===== src/rtl/core_ctrl_pipe_pkg.sv =====
// rtl/core_ctrl_pipe_pkg.sv - shared encodings and widths for the pipeline control unit
//
// Holds the controller state encoding, flush/jump level constants and the
// default address / stall-bus widths used by the other core_ctrl files.
package core_ctrl_pipe_pkg;

  localparam int MemAddrW  = 32;  // width of MemAddressBus
  localparam int StallBusW = 3;   // default number of controlled stages

  localparam logic JumpEnable   = 1'b1;
  localparam logic FlushEnable  = 1'b1;
  localparam logic FlushDisable = 1'b0;

  typedef enum logic [1:0] {
    CtrlIdle  = 2'd0,
    CtrlHold  = 2'd1,
    CtrlFlush = 2'd2
  } ctrl_state_e;

endpackage


===== src/rtl/core_ctrl_pipe_if.sv =====
// rtl/core_ctrl_pipe_if.sv - redirect/hold/stall bundle between EX, PC and the control unit
//
// master: requester side (drives jump/hold requests, observes stall/flush/redirect)
// slave : core_ctrl_pipe side
// hold_timeout_out exists only when CORE_CTRL_HOLD_WDT_EN is defined.
interface core_ctrl_pipe_if #(
  parameter int ADDR_W       = 32,
  parameter int NUM_HOLD_SRC = 4,
  parameter int NUM_STAGES   = 3
);
  logic                    jump_flag_in;
  logic [ADDR_W-1:0]       jump_addr_in;
  logic [NUM_HOLD_SRC-1:0] hold_req_in;
  logic                    jump_flag_out;
  logic [ADDR_W-1:0]       jump_addr_out;
  logic [NUM_STAGES-1:0]   stall_out;
  logic [NUM_STAGES-1:0]   flush_out;
  logic                    hold_active_out;
  logic                    pending_jump_out;
`ifdef CORE_CTRL_HOLD_WDT_EN
  logic                    hold_timeout_out;
`endif

  modport master (
    output jump_flag_in, jump_addr_in, hold_req_in,
    input  jump_flag_out, jump_addr_out, stall_out, flush_out,
    input  hold_active_out, pending_jump_out
`ifdef CORE_CTRL_HOLD_WDT_EN
    , input hold_timeout_out
`endif
  );

  modport slave (
    input  jump_flag_in, jump_addr_in, hold_req_in,
    output jump_flag_out, jump_addr_out, stall_out, flush_out,
    output hold_active_out, pending_jump_out
`ifdef CORE_CTRL_HOLD_WDT_EN
    , output hold_timeout_out
`endif
  );

endinterface


===== src/rtl/core_ctrl_stall_map.sv =====
// rtl/core_ctrl_stall_map.sv - combinational hold-source to per-stage stall decoder
//
// Ports:
//   i_hold_req [NUM_HOLD_SRC] : level hold request per source
//   o_stall    [NUM_STAGES]   : stage s stalls if any active source i has s <= SRC_STAGE[i]
module core_ctrl_stall_map #(
  parameter int NUM_HOLD_SRC = 4,
  parameter int NUM_STAGES   = 3,
  parameter logic [8*NUM_HOLD_SRC-1:0] SRC_STAGE = {8'd2, 8'd2, 8'd1, 8'd0}
) (
  input  logic [NUM_HOLD_SRC-1:0] i_hold_req,
  output logic [NUM_STAGES-1:0]   o_stall
);

  always_comb begin
    o_stall = '0;
    for (int s = 0; s < NUM_STAGES; s++) begin
      for (int i = 0; i < NUM_HOLD_SRC; i++) begin
        if (i_hold_req[i] && (8'(s) <= SRC_STAGE[8*i +: 8])) begin
          o_stall[s] = 1'b1;
        end
      end
    end
  end

endmodule


===== src/rtl/core_ctrl_pipe.sv =====
// rtl/core_ctrl_pipe.sv - pipeline control: hold merge, stall vectors, redirect and flush
//
// Ports:
//   clk  : core clock
//   rst  : synchronous reset, active-low
//   bus  : core_ctrl_pipe_if.slave (jump/hold requests in; redirect, stall,
//          flush, hold_active, pending_jump out)
// Optional: CORE_CTRL_HOLD_WDT_EN adds a hold watchdog (bus.hold_timeout_out,
// HOLD_TIMEOUT parameter).
module core_ctrl_pipe
  import core_ctrl_pipe_pkg::*;
#(
  parameter int ADDR_W       = MemAddrW,
  parameter int NUM_HOLD_SRC = 4,
  parameter int NUM_STAGES   = StallBusW,
  parameter logic [8*NUM_HOLD_SRC-1:0] SRC_STAGE = {8'd2, 8'd2, 8'd1, 8'd0},
  parameter int FLUSH_CYCLES = 1
`ifdef CORE_CTRL_HOLD_WDT_EN
  , parameter int HOLD_TIMEOUT = 1024
`endif
) (
  input logic             clk,
  input logic             rst,
  core_ctrl_pipe_if.slave bus
);

  localparam int CNT_W = $clog2(FLUSH_CYCLES + 1);

  ctrl_state_e            r_state;
  logic                   r_pending;
  logic [ADDR_W-1:0]      r_pend_addr;
  logic [CNT_W-1:0]       r_flush_cnt;

  logic                   w_hold;
  logic                   w_issue;
  logic [ADDR_W-1:0]      w_addr;
  logic [NUM_STAGES-1:0]  w_map;
  logic [NUM_STAGES-1:0]  w_flush;

  core_ctrl_stall_map #(
    .NUM_HOLD_SRC (NUM_HOLD_SRC),
    .NUM_STAGES   (NUM_STAGES),
    .SRC_STAGE    (SRC_STAGE)
  ) u_stall_map (
    .i_hold_req (bus.hold_req_in),
    .o_stall    (w_map)
  );

  assign w_hold = |bus.hold_req_in;

  // A redirect goes out only when no hold is active: either the live request
  // (zero latency) or the buffered one once the hold has released. The live
  // address wins when both are present.
  assign w_issue = rst && !w_hold && ((bus.jump_flag_in == JumpEnable) || r_pending);
  assign w_addr  = bus.jump_flag_in ? bus.jump_addr_in : r_pend_addr;

  // The redirect cycle itself counts as the first flush cycle.
  assign w_flush = (rst && (w_issue || (r_state == CtrlFlush))) ?
                   {NUM_STAGES{FlushEnable}} : {NUM_STAGES{FlushDisable}};

  assign bus.flush_out        = w_flush;
  assign bus.stall_out        = rst ? (w_map & ~w_flush) : '0;  // flush beats stall
  assign bus.hold_active_out  = rst & w_hold;
  assign bus.jump_flag_out    = w_issue;
  assign bus.jump_addr_out    = w_issue ? w_addr : '0;
  assign bus.pending_jump_out = rst & r_pending;

  // r_flush_cnt holds the flush cycles still owed after the current one;
  // r_state is CtrlFlush exactly while that count is non-zero.
  always_ff @(posedge clk) begin
    if (!rst) begin
      r_state     <= CtrlIdle;
      r_pending   <= 1'b0;
      r_pend_addr <= '0;
      r_flush_cnt <= '0;
    end else if (w_issue) begin
      r_pending   <= 1'b0;
      r_flush_cnt <= CNT_W'(FLUSH_CYCLES - 1);
      r_state     <= (FLUSH_CYCLES > 1) ? CtrlFlush : CtrlIdle;
    end else begin
      // Reaching here with a jump request means a hold is active: buffer it,
      // youngest request overwriting any older one.
      if (bus.jump_flag_in) begin
        r_pending   <= 1'b1;
        r_pend_addr <= bus.jump_addr_in;
      end
      if (r_flush_cnt != '0) begin
        r_flush_cnt <= r_flush_cnt - CNT_W'(1);
      end
      if (r_flush_cnt > CNT_W'(1)) begin
        r_state <= CtrlFlush;
      end else if (w_hold) begin
        r_state <= CtrlHold;
      end else begin
        r_state <= CtrlIdle;
      end
    end
  end

`ifdef CORE_CTRL_HOLD_WDT_EN
  localparam int WDT_W = (HOLD_TIMEOUT > 2) ? $clog2(HOLD_TIMEOUT) : 1;
  localparam logic [WDT_W-1:0] WDT_LIM = WDT_W'(HOLD_TIMEOUT - 1);

  logic [WDT_W-1:0] r_wdt_cnt;
  logic [WDT_W-1:0] w_wdt_next;
  logic             r_wdt_trip;

  // Counts consecutive hold cycles, saturating at the limit; the trip flag is
  // set as the count reaches the limit so it is visible on the limit cycle.
  assign w_wdt_next = !w_hold ? '0 :
                      (r_wdt_cnt == WDT_LIM) ? r_wdt_cnt : r_wdt_cnt + WDT_W'(1);

  always_ff @(posedge clk) begin
    if (!rst) begin
      r_wdt_cnt  <= '0;
      r_wdt_trip <= 1'b0;
    end else begin
      r_wdt_cnt <= w_wdt_next;
      if (w_wdt_next == WDT_LIM) begin
        r_wdt_trip <= 1'b1;
      end
    end
  end

  assign bus.hold_timeout_out = rst & r_wdt_trip;
`endif

endmodule

===== src/flat_wrapper.sv =====
// flat-port wrapper written by rule: the top's interface ports become plain ports
module core_ctrl_pipe_flat import core_ctrl_pipe_pkg::*;
#(
  parameter int ADDR_W       = MemAddrW,
  parameter int NUM_HOLD_SRC = 4,
  parameter int NUM_STAGES   = StallBusW,
  parameter logic [8*NUM_HOLD_SRC-1:0] SRC_STAGE = {8'd2, 8'd2, 8'd1, 8'd0},
  parameter int FLUSH_CYCLES = 1

)
  (clk, rst, bus_jump_flag_in, bus_jump_addr_in, bus_hold_req_in, bus_jump_flag_out, bus_jump_addr_out, bus_stall_out, bus_flush_out, bus_hold_active_out, bus_pending_jump_out);
  core_ctrl_pipe_if #(.ADDR_W(ADDR_W), .NUM_HOLD_SRC(NUM_HOLD_SRC), .NUM_STAGES(NUM_STAGES)) bus_i ();
  input logic clk;
  input logic rst;
  input wire logic [$bits(bus_i.jump_flag_in)-1:0] bus_jump_flag_in;
  input wire logic [$bits(bus_i.jump_addr_in)-1:0] bus_jump_addr_in;
  input wire logic [$bits(bus_i.hold_req_in)-1:0] bus_hold_req_in;
  output wire logic [$bits(bus_i.jump_flag_out)-1:0] bus_jump_flag_out;
  output wire logic [$bits(bus_i.jump_addr_out)-1:0] bus_jump_addr_out;
  output wire logic [$bits(bus_i.stall_out)-1:0] bus_stall_out;
  output wire logic [$bits(bus_i.flush_out)-1:0] bus_flush_out;
  output wire logic [$bits(bus_i.hold_active_out)-1:0] bus_hold_active_out;
  output wire logic [$bits(bus_i.pending_jump_out)-1:0] bus_pending_jump_out;
  assign bus_i.jump_flag_in = bus_jump_flag_in;
  assign bus_i.jump_addr_in = bus_jump_addr_in;
  assign bus_i.hold_req_in = bus_hold_req_in;
  assign bus_jump_flag_out = bus_i.jump_flag_out;
  assign bus_jump_addr_out = bus_i.jump_addr_out;
  assign bus_stall_out = bus_i.stall_out;
  assign bus_flush_out = bus_i.flush_out;
  assign bus_hold_active_out = bus_i.hold_active_out;
  assign bus_pending_jump_out = bus_i.pending_jump_out;
  core_ctrl_pipe #(.ADDR_W(ADDR_W), .NUM_HOLD_SRC(NUM_HOLD_SRC), .NUM_STAGES(NUM_STAGES), .SRC_STAGE(SRC_STAGE), .FLUSH_CYCLES(FLUSH_CYCLES)) u_core (.clk(clk), .rst(rst), .bus(bus_i));
endmodule

===== config.mk =====
export PLATFORM = sky130hd
export DESIGN_NAME = core_ctrl_pipe_flat
export DESIGN_NICKNAME = d
export VERILOG_FILES = /design/src/rtl/core_ctrl_pipe_pkg.sv /design/src/rtl/core_ctrl_pipe_if.sv /design/src/rtl/core_ctrl_stall_map.sv /design/src/rtl/core_ctrl_pipe.sv /design/src/flat_wrapper.sv
export SDC_FILE = /design/constraint.sdc
export NUM_CORES = 1
export LEC_CHECK = 0
export ABC_AREA = 1
export BUFFER_PORTS_ARGS = -buffer_cell sky130_fd_sc_hd__buf_2
export CAP_MARGIN = 20
export CORE_MARGIN = 2
export CORE_UTILIZATION = 44
export DETAILED_ROUTE_END_ITERATION = 10
export MAX_ROUTING_LAYER = met4
export PLACE_DENSITY = 0.77
export SLEW_MARGIN = 10
export SYNTH_ARGS = -nofsm -noshare
export SYNTH_HDL_FRONTEND = slang
export SYNTH_HIERARCHICAL = 1
export SYNTH_SLANG_ARGS = --single-unit

===== constraint.sdc =====
create_clock -name clk -period 1.15 [get_ports clk]
set_input_delay 0.1725 -clock clk [delete_from_list [all_inputs] [get_ports clk]]
set_output_delay 0.1725 -clock clk [all_outputs]
set_load 0.02 [all_outputs]

* After elaboration in Yosys (flattened, before gate mapping) *
Cells that the tools add are included.

operators by class
  add/sub/neg operators = 1
  $lt $le $gt $ge = 1
  equal/unequal tests = 1
  multiplexer cells = 15
  bitwise gates (word level) = 6
  reductions and logical operators = 10

operator list
  cell                                                   count
  two-way mux 32 bit                                     2
  two-way mux 1 bit                                      10
  two-way mux 3 bit                                      2
  OR reduction 3 bit                                     2
  OR reduction 4 bit                                     1
  bitwise AND 3 bit                                      1
  logical AND 1 bit                                      3
  NOT 3 bit                                              1
  bitwise AND 1 bit                                      2
  equality test 2 bit (second input constant)            1
  logical OR 1 bit                                       2
  two-way mux 2 bit                                      1
  NOT 1 bit                                              2
  OR reduction 2 bit                                     1
  greater-than comparator 1 bit (second input constant)  1
  zero test 1 bit                                        1
  subtractor 1 bit (second input constant)               1

storage, ports and cells
  bits in registers = 36
  input bits = 39
  output and inout port bits = 41
  word-level logic and storage cells = 39

* Depth between registers and ports, before layout *
Gate-level depths: netlist of the first run.

  word-level depth = 10
  mapped depth = 7
  depth with buffers taken out = 6

* Modules after synthesis *
The synthesis of the first run kept the hierarchy.

by module, submodules not included
  module               instances  cells each  area each (um^2)  seq. area each (um^2)
  core_ctrl_pipe       1          343         2085.8            660.6
  core_ctrl_stall_map  1          6           26.3              0.0

* Worst setup path after synthesis of the first run *
OpenSTA, ideal clock, no wires.

  kind = reg-to-output
  from = register u_core.r_pending
  to = output port bus_jump_addr_out[24]
  data arrival time = 1.005 ns
  path slack = -0.028 ns
  cell stages (with the launch flop) = 5
  buffers on the path = 1
  cell sequence = dfxtp_1 -> o21ai_2 -> nor2_2 -> buf_1 -> and2_1

between the ends
  cells in the longest elaborated chain, start to end = 3

RTL lines
  element                 RTL line              RTL
  start, declared         core_ctrl_pipe.sv:30  logic r_pending;
  start signal, assigned  core_ctrl_pipe.sv:73  r_pending <= 1'b0;
  start signal, assigned  core_ctrl_pipe.sv:77  r_pending <= 1'b0;
  start signal, assigned  core_ctrl_pipe.sv:84  r_pending <= 1'b1;
  logical OR 1 bit        core_ctrl_pipe.sv:54  assign w_issue = rst && !w_hold && ((bus.jump_flag_in == JumpEnable) || r_pending);
  logical AND 1 bit       core_ctrl_pipe.sv:54
  two-way mux 32 bit      core_ctrl_pipe.sv:65  assign bus.jump_addr_out = w_issue ? w_addr : '0;
  end, declared           flat_wrapper.sv:19    output wire logic [$bits(bus_i.jump_addr_out)-1:0] bus_jump_addr_out;

Every way passes these cells.

* Worst setup path in the final report of the first run *
  from = register u_core.r_pending
  to = register u_core.r_pend_addr[17]

between the ends
  cells in the longest elaborated chain, start to end = 2

RTL lines
  element               RTL line              RTL
  logical OR 1 bit      core_ctrl_pipe.sv:54
  logical AND 1 bit     core_ctrl_pipe.sv:54
  end signal, assigned  core_ctrl_pipe.sv:85  r_pend_addr <= bus.jump_addr_in;
  end, declared         core_ctrl_pipe.sv:31  logic [ADDR_W-1:0] r_pend_addr;

Every way passes these cells.
A chain may end at the register's enable or synchronous reset.

==> results.py, run 1 <==
metrics = {
    "worst_setup_path": {
        "critPathMaxFanout": 5,
        "reg2reg_depth": 10,
        "rrSetupSlack_ns": -0.38,
        "worstPathArrival_ns": 1.70,
        "path_class": "register to register",
        "r2r_start": "u_core/r_pending$_SDFFE_PP0P_",
        "worstPathRequired_ns": 1.32,
        "end_kind": "register",
        "cp-start-kind": "register",
        "r2r_end": "u_core/r_pend_addr[17]$_SDFFE_PN0N_",
    },
    "detailed_routing": {
        "drt-pass1-iter-count": 4,
        "routed_wl_mm": 6.95,
        "route.detailed.drc": 0,
        "viasPerCell": 4.91,
        "dr_total_vias": 2642,
        "ant_nets": 0,
        "post_drt_wl_per_cell_um": 12.9,
        "first_iter_violations": 237,
    },
    "yosys": {
        "synth_top_area_frac": 0.313,
        "yosysMostFrequentCell": "nor2_1",
        "yosys_most_used_dff": "dfxtp_1",
        "syn_inst": 349,
        "seq_area_frac_synth": 0.313,
        "yosysWarnings": 6,
        "post_synth.cell_area_avg_um2": 6.05,
        "async_reset_ff_frac": 0,
        "synth_area_leader_cell": "dfxtp_1",
        "syn_nets": 388,
        "synth.area.top_cells": "dfxtp_1, nor2_1, nand2_1, and2_1, inv_1",
        "synth_seq_cells": 33,
        "netlist_top_cells_count": "nor2_1, nand2_1, inv_1",
        "synth_cell_types": 16,
        "synth_edf_count": 0,
        "synth_area_um2": 2110,
    },
    "grt": {
        "grt_pass1_vias": 2475,
        "overflow": 0,
        "grt_use_met1": 0.285,
        "use_met3": 0.0480,
        "grt_usage": 0.252,
        "grt_max_degree": 28,
        "met2_usage": 0.441,
        "grt_pass1_wl_mm": 10.4,
        "busiest_layer": "met2",
        "antenna_found_initial": 0,
    },
    "timing": {
        "period_share": 1.33,
        "drv_slew": 0,
        "max_slew_margin": 0.801,
        "layout_setup_ws_ns": -0.380,
        "finalSetupViolCount": 73,
        "rsz0062_at_grt": "yes",
        "tightest_slew_ns": 0.295,
        "finClkSkew_ns": 0.00366,
        "timing.hold.ws_ns": 0.276,
        "min_period_ns": 1.53,
        "max_freq_ghz": 0.654,
        "hold_viol": 0,
    },
    "placed_design": {
        "dp_worst_setup_slack_ns": -0.204,
        "place.gp.congestion": 0.793,
        "dp_hpwl_mm": 3.80,
        "port-buffer-count": 79,
    },
    "clock_network": {
        "clk-insertion-delay-late_ns": 0.28,
        "root_buffer": "clkbuf_8",
        "cts_tree": "yes",
        "cts_sinks": 33,
        "numCtsBuffers": 5,
        "htreeDepth": 2,
        "clock_path_buffers": 2,
        "path_clk_slew_ns": 0.07,
    },
    "power": {
        "leakage_nw": 1.83,
        "intPower_w": 0.00212,
        "switching_share": 0.285,
        "irDropWorstVdd_mv": 0.717,
        "clkPwrFrac": 0.294,
        "p_comb_frac": 0.288,
        "powerDensity_nw_per_um2": 812,
        "finalPower_w": 0.00297,
        "p_sw_w": 0.000846,
        "pwr-share-seq": 0.418,
    },
    "floorplanning": {
        "initial_utilization": 0.453,
        "io_pins": 80,
        "die_w_um": 73.3,
        "dieArea_um2": 5370,
        "design.core.area_um2": 4660,
        "num_rows": 25,
        "dieHeight_um": 73.3,
    },
    "cells_and_area": {
        "syn_to_final_growth_pct": 72.9,
        "drive_above_1_share": 0.450,
        "antenna_cells": 0,
        "num-fill-cells": 295,
        "fin_nets": 523,
    },
    "run_status": {
        "violations": "setup timing",
        "status": "finished, violations left",
    },
    "worst_hold_path": {
        "holdPathEnd": "u_core/r_pend_addr[5]$_SDFFE_PN0N_",
        "hold_path.class": "input pin to register",
        "min_delay_path_depth": 5,
        "worstHoldStart": "bus_jump_addr_in[5]",
    },
    "run": {
        "maxCapViolations": 0,
    },
}
-- through the flow --
step                      instances  area (um^2)   util  setup TNS (ns)
after CTS                       535         3530  0.758          -17.90
after detailed placement        512         2910  0.624           -8.34
after global routing            538         3650  0.784          -26.68
after floorplan                 349         2150      -          -0.306
after global placement          512         2910  0.624           -6.31
final                           538         3650  0.784          -22.81
-- layer usage --
metal,part of all wire,wire length [um],vias to the layer above
li1,-,-,1327
met1,0.40,2780,1216
met2,0.53,3710,83
met3,0.047,324,16
met4,0.020,140,0
met5,0,0,-
-- how the worst max path moves through the flow --
| stage | start | end | slack (ns) | cells after the start |
|---|---|---|---|---|
| floorplan | u_core/r_pending$_SDFFE_PP0P_ | bus_jump_addr_out[10] | -0.01 | 5 |
| global placement | bus_jump_flag_in | bus_jump_addr_out[7] | -0.17 | 6 |
| detailed placement | bus_hold_req_in[3] | bus_jump_addr_out[5] | -0.20 | 7 |
| CTS | u_core/r_pending$_SDFFE_PP0P_ | bus_jump_addr_out[11] | -0.42 | 6 |
| global route | u_core/r_pending$_SDFFE_PP0P_ | bus_jump_addr_out[17] | -0.42 | 5 |
| finish | u_core/r_pending$_SDFFE_PP0P_ | u_core/r_pend_addr[17]$_SDFFE_PN0N_ | -0.38 | 10 |
-- critical path, stage by stage (launching register included) --
cell	delay, ns
dfxtp_2	0.36
buf_4	0.11
buf_6	0.10
nor2_4	0.04
buf_6	0.12
nor2_4	0.18
buf_12	0.16
buf_16	0.12
nand3_1	0.09
nand2_1	0.09
nor2_1	0.05
-- sequential cells by signal, indices dropped and copies added (netlist names) --
register / flops
u_core/r_pending: 1
u_core/r_pend_addr: 32
-- logic make-up (layout without fill, tap and decap cells) --
kind of cell	Yosys count	after routing	share of synthesized area
AND/OR/NAND/NOR	212	212	0.440
buffers and inverters	70	205	0.165
AO/OA/AOI/OAI	34	34	0.0823
flip-flops	33	33	0.313
-- repair_timing --
action	in CTS	in global routing
setup endpoints to repair	70	74
pin swaps	10	6
gates resized for setup	108	33
cloned	4	2
buffers inserted	13	5
endpoints found under the hold margin	0	0
hold buffers	0	0
-- layout by cell type, fill, tap and decap left out --
| cell | instances |
|---|---|
| nand2_1 | 67 |
| nor2_1 | 65 |
| buf_4 | 58 |
| buf_6 | 46 |
| inv_1 | 43 |
| buf_2 | 40 |
| o21ai_0 | 32 |
| dfxtp_1 | 32 |
| nand3_1 | 23 |
| and2_2 | 18 |
| and2_4 | 12 |
| nand3_2 | 10 |
| nor2_4 | 8 |
| clkbuf_8 | 6 |
| buf_12 | 5 |
| buf_16 | 3 |
| nor2_2 | 3 |
| o21ai_4 | 2 |
| and2_1 | 2 |
| nand2_2 | 2 |
| clkbuf_1 | 1 |
| clkbuf_16 | 1 |
| nand2_4 | 1 |
| inv_2 | 1 |
| dfxtp_2 | 1 |
| buf_8 | 1 |
| or2_1 | 1 |
-- power by group through the flow --
stage | Combinational (W) | Sequential, W | Clock, W
3_3_place_gp | 0.000635 | 0.00126 | 0
5_1_grt | 0.000928 | 0.00124 | 0.000945
6_report | 0.000854 | 0.00124 | 0.000873
4_1_cts | 0.000774 | 0.00124 | 0.000874
3_5_place_dp | 0.000649 | 0.00126 | 0
2_1_floorplan | 0.000354 | 0.00125 | 0
-- final cells by class --
class | instances | area, um^2 | area share
timing repair buffer | 154 | 1380 | 0.377
multi-input combinational | 246 | 1290 | 0.355
sequential | 33 | 662 | 0.181
inverter | 44 | 165 | 0.0452
clock buffer | 7 | 86.3 | 0.0236
tap | 54 | 67.6 | 0.0185
Power figures use the tool's default switching activity.
==> run 2, diff against run 1 <==
- CORE_MARGIN: 2 -> default
- RECOVER_POWER: default -> 50
==> run 2 against run 1 <==
Effect of this change: the run ends with DRC, setup timing left; fmax decreased by 1.4%; final cell count decreased by 2.4%; first-iteration DRC count decreased by 60%; worst hold slack lost 0.025 ns; clock skew up 0.0032 ns; combinational power decreased by 10%; cell area decreased by 5.1%; worst setup slack worse by 0.022 ns; via count is 5.7% lower; register-to-register slack better by 0.16 ns; sequential share of layout area up 1.0 points; non-clock buffer count fell by 13; critical endpoint is now bus_jump_addr_out[1]; largest power group unchanged; highest routed layer unchanged.
==> results.py, run 2 (synthesis gave the netlist of run 1 again) <==
metrics = {
    "cells_and_area": {
        "top_regs": "u_core/r_pend_addr (32), u_core/r_pending (1)",
        "final_core_util": 0.775,
        "layout_commonest_cell": "nand2_1",
        "multi_input_comb_area_um2": 1290,
        "largest_register_ffs": 32,
        "regArea_um2": 664,
        "syn_to_final_growth_pct": 64.1,
        "drive_above_1_share": 0.446,
        "antenna_cells": 0,
        "num-fill-cells": 288,
        "top_register": "u_core/r_pend_addr",
        "fin_nets": 511,
        "final_cell_mix": "nand2_1, nor2_1, buf_4, buf_6, inv_1",
    },
    "grt": {
        "grt_pass1_wl_mm": 9.43,
        "grt_usage": 0.237,
        "antenna_found_initial": 0,
        "grt_pass1_vias": 2224,
        "overflow": 0,
        "grt_max_degree": 35,
    },
    "worst_setup_path": {
        "worstPathRequired_ns": 0.98,
        "path_class": "register to output port",
        "worstPathArrival_ns": 1.38,
        "critPathMaxFanout": 16,
        "cp-start-kind": "register",
        "end_kind": "output port",
    },
    "timing": {
        "layout_setup_ws_ns": -0.402,
        "finalSetupViolCount": 72,
        "max_slew_margin": 0.791,
        "hold_viol": 0,
        "tightest_slew_ns": 0.311,
        "drv_slew": 0,
        "min_period_ns": 1.55,
        "period_share": 1.35,
        "rsz0062_at_grt": "yes",
        "finClkSkew_ns": 0.00690,
        "max_freq_ghz": 0.645,
    },
    "power": {
        "leakage_nw": 1.73,
        "finalPower_w": 0.00284,
        "irDropWorstVdd_mv": 0.728,
        "powerDensity_nw_per_um2": 819,
    },
    "clock_network": {
        "root_buffer": "clkbuf_8",
        "clk-insertion-delay-late_ns": 0.29,
        "path_clk_slew_ns": 0.07,
        "numCtsBuffers": 5,
        "clock_path_buffers": 2,
        "cts_sinks": 33,
        "cts_tree": "yes",
        "htreeDepth": 2,
    },
    "placed_design": {
        "dp_hpwl_mm": 3.65,
        "dp_worst_setup_slack_ns": -0.262,
        "port-buffer-count": 79,
        "place.gp.congestion": 0.813,
    },
    "detailed_routing": {
        "post_drt_wl_per_cell_um": 11.7,
        "ant_nets": 0,
        "route.detailed.drc": 4,
        "viasPerCell": 4.75,
        "drt-pass1-iter-count": 8,
        "routed_wl_mm": 6.13,
        "dr_total_vias": 2492,
        "first_iter_violations": 95,
    },
    "floorplanning": {
        "design.core.area_um2": 4470,
        "num_rows": 24,
        "io_pins": 80,
        "initial_utilization": 0.472,
        "dieArea_um2": 5080,
        "dieHeight_um": 71.3,
        "die_w_um": 71.3,
    },
    "run": {
        "maxCapViolations": 0,
    },
    "run_status": {
        "status": "finished, violations left",
        "violations": "DRC, setup timing",
    },
    "worst_hold_path": {
        "hold_path.class": "input pin to register",
    },
}
[run 2: cell count changes in the layout (fill, tap and decap cells not counted), moves of 3 or more]
cell	before	now
buf_16	3	0
and2_4	12	18
nor2_2	3	14
nand3_2	10	3
buf_4	58	50
nor2_1	65	56
and2_2	18	14
nand3_1	23	30
[run 2: per-stage QoR]
stage | cells | setup TNS [ns] | hold WS [ns] | area, um^2
6_report | 525 | -18.91 | 0.251 | 3470
5_1_grt | 525 | -22.47 | 0.302 | 3470
4_1_cts | 519 | -14.46 | 0.247 | 3130
3_5_place_dp | 500 | -15.49 | 0.537 | 2800
3_3_place_gp | 500 | -12.93 | 0.527 | 2800
2_1_floorplan | 349 | -0.306 | 0.416 | 2150
[run 2: what timing repair did]
action / in CTS / in global routing
hold buffers: 0 / 0
pin swaps: 4 / 6
setup endpoints to repair: 72 / 73
gates resized for setup: 48 / 93
setup buffers: 11 / 5
cloned: 1 / 1
hold endpoints to repair: 0 / 0
[run 2: worst paths after layout]
| kind | cells after the start | from | to | slack, ns |
|---|---|---|---|---|
| setup / recovery | 5 | u_core/r_pending$_SDFFE_PP0P_ | bus_jump_addr_out[1] | -0.40 |
| setup reg to reg | 9 | u_core/r_pending$_SDFFE_PP0P_ | u_core/r_pend_addr[14]$_SDFFE_PN0N_ | -0.22 |
| hold reg to reg | 4 | u_core/r_pend_addr[17]$_SDFFE_PN0N_ | u_core/r_pend_addr[17]$_SDFFE_PN0N_ | 0.55 |
| hold / removal | 5 | bus_jump_addr_in[5] | u_core/r_pend_addr[5]$_SDFFE_PN0N_ | 0.25 |
[run 2: cell type report]
class                   instances  area share
inverters                      44      0.0477
clock buffers                   6      0.0209
clock inverters                 2     0.00289
repair buffers                141       0.346
multi-input cells             247       0.372
flip-flops and latches         33       0.192
well taps                      52      0.0188
[run 2: worst max-delay path, stage by stage, from the launching register on]
cell       delay, ns
dfxtp_4         0.36
o21ai_4         0.07
nor2_4          0.19
clkbuf_16       0.21
and2_4          0.14
buf_6           0.11
[run 2: layer usage]
layer | vias up | wire [um] | GRT usage
met1 | 1112 | 2570 | 0.276
met2 | 74 | 3210 | 0.417
li1 | 1294 | - | -
met5 | - | 0 | -
met4 | 0 | 94 | 0.0578
met3 | 12 | 249 | 0.0478
[run 2: where the power goes]
| part | internal (W) | total, W | switching, W | leakage [nW] |
|---|---|---|---|---|
| Sequential | 0.00121 | 0.00124 | 0.0000221 | 0.273 |
| Clock | 0.000419 | 0.000839 | 0.000419 | 0.0450 |
| Combinational | 0.000371 | 0.000765 | 0.000394 | 1.41 |
==> run 3, diff against run 2 <==
- CTS_CLUSTER_SIZE: default -> 20
- clock period: 1.15 -> 1.42 ns (I/O delays scaled with it)
==> run 3 against run 2 <==
Effect of this change: the flow still finishes with violations (DRC, setup timing); via count decreased by 7.5%; register-to-register slack gained 0.25 ns; cell area down 14%; sequential power down 19%.
==> results.py, run 3 (synthesis gave the netlist of run 1 again) <==
metrics = {
    "run_status": {
        "violations": "DRC, setup timing",
        "status": "finished, violations left",
    },
    "floorplanning": {
        "dieHeight_um": 71.3,
        "io_pins": 80,
        "initial_utilization": 0.472,
        "design.core.area_um2": 4470,
        "dieArea_um2": 5080,
        "die_w_um": 71.3,
        "num_rows": 24,
    },
    "grt": {
        "grt_max_degree": 29,
        "grt_usage": 0.228,
        "antenna_found_initial": 0,
        "grt_pass1_wl_mm": 8.96,
        "overflow": 0,
        "grt_pass1_vias": 2117,
    },
    "detailed_routing": {
        "first_iter_violations": 120,
        "routed_wl_mm": 5.27,
        "dr_total_vias": 2306,
        "ant_nets": 0,
        "drt-pass1-iter-count": 7,
        "route.detailed.drc": 5,
        "post_drt_wl_per_cell_um": 10.9,
        "viasPerCell": 4.75,
    },
    "timing": {
        "finalSetupViolCount": 35,
        "min_period_ns": 1.55,
        "period_share": 1.09,
        "rsz0062_at_grt": "yes",
        "timing.hold.ws_ns": 0.307,
        "max_freq_ghz": 0.646,
        "layout_setup_ws_ns": -0.128,
        "tightest_slew_ns": 0.336,
        "finClkSkew_ns": 0.00269,
        "hold_viol": 0,
        "drv_slew": 0,
        "max_slew_margin": 0.776,
    },
    "worst_setup_path": {
        "cpMaxStageDelayCell": "dfxtp_2",
        "critPathMaxFanout": 28,
        "crit_chain": "o21ai_4 > nor2_4 > buf_12 > and2_1 > buf_4",
        "path_class": "register to output port",
        "worstPathArrival_ns": 1.33,
        "worstPathRequired_ns": 1.21,
        "end_kind": "output port",
        "cp-start-kind": "register",
        "startpoint": "u_core/r_pending$_SDFFE_PP0P_",
        "max_stage_delay_ns": 0.36,
        "r2r_start": "u_core/r_pending$_SDFFE_PP0P_",
    },
    "placed_design": {
        "dp_hpwl_mm": 3.48,
        "place_area_um2": 2600,
        "port-buffer-count": 79,
        "place.gp.congestion": 0.785,
    },
    "worst_hold_path": {
        "hold_path.class": "input pin to register",
        "worstHoldStart": "bus_jump_addr_in[26]",
    },
    "clock_network": {
        "clk-insertion-delay-late_ns": 0.27,
        "numCtsBuffers": 5,
        "clock_path_buffers": 2,
        "htreeDepth": 2,
        "root_buffer": "clkbuf_8",
        "path_clk_slew_ns": 0.06,
        "cts_sinks": 33,
        "cts_tree": "yes",
    },
    "power": {
        "leakage_nw": 1.49,
        "irDropWorstVdd_mv": 0.509,
        "powerDensity_nw_per_um2": 723,
    },
    "cells_and_area": {
        "final_core_util": 0.667,
        "drive_above_1_share": 0.300,
        "syn_to_final_growth_pct": 41.2,
        "largest_register_ffs": 32,
        "top_regs": "u_core/r_pend_addr (32), u_core/r_pending (1)",
        "fin_nets": 472,
        "final_cell_mix": "nor2_1, nand2_1, buf_2, inv_1, nand3_1",
        "postLayoutCellArea_um2": 2980,
        "num-fill-cells": 393,
        "top_register": "u_core/r_pend_addr",
        "antenna_cells": 0,
    },
    "run": {
        "maxCapViolations": 0,
    },
}
run 3: final timing paths:
check	end	slack, ns	depth (start not counted)
setup reg to reg	u_core/r_pend_addr[29]$_SDFFE_PN0N_	0.03	8
hold / removal	u_core/r_pend_addr[26]$_SDFFE_PN0N_	0.31	5
hold reg to reg	u_core/r_pend_addr[8]$_SDFFE_PN0N_	0.55	4
setup / recovery	bus_jump_addr_out[11]	-0.13	5
run 3: layout make-up:
class / instances / area [um^2] / area share
Multi-Input combinational cell: 246 / 1180 / 0.396
Timing Repair Buffer: 103 / 825 / 0.276
Sequential cell: 33 / 662 / 0.222
Inverter: 44 / 165 / 0.0554
Clock buffer: 7 / 86.3 / 0.0289
Tap cell: 52 / 65.1 / 0.0218
run 3: power breakdown:
| group | internal (W) | switching (W) | leakage, nW |
|---|---|---|---|
| combinational | 0.000189 | 0.000267 | 1.17 |
| clock | 0.000384 | 0.000317 | 0.0443 |
| sequential | 0.000984 | 0.0000157 | 0.273 |
| total | 0.00156 | 0.000600 | 1.49 |
run 3: repair_timing:
action / 4_1_cts / 5_1_grt
setup endpoints to repair: 36 / 36
gates cloned: 1 / 0
pin swaps: 1 / 3
hold buffers: 0 / 0
setup buffers: 3 / 1
gates resized for setup: 80 / 10
run 3: worst max-delay path: cells and delay by family (launching register included):
kind,cells,cell delay (ns)
simple gates,2,0.30
compound gates,1,0.08
flops,1,0.36
buf+inv,2,0.32
run 3: layer usage:
layer | GRT usage | routed length (um) | vias to the layer above
met5 | - | 0 | -
met1 | 0.252 | 2260 | 1018
met4 | 0.0578 | 41 | 0
li1 | - | - | 1215
met3 | 0.0450 | 248 | 6
met2 | 0.417 | 2720 | 67
run 3: stage by stage:
stage	worst slack (ns)	power, W	TNS (ns)	instances
3_3_place_gp	0.0267	0.00144	0	474
6_report	-0.128	0.00216	-3.22	485
4_1_cts	-0.124	0.00218	-3.34	485
5_1_grt	-0.188	0.00228	-6.15	485
2_1_floorplan	0.178	0.00130	0	349
3_5_place_dp	0.0140	0.00145	0	474
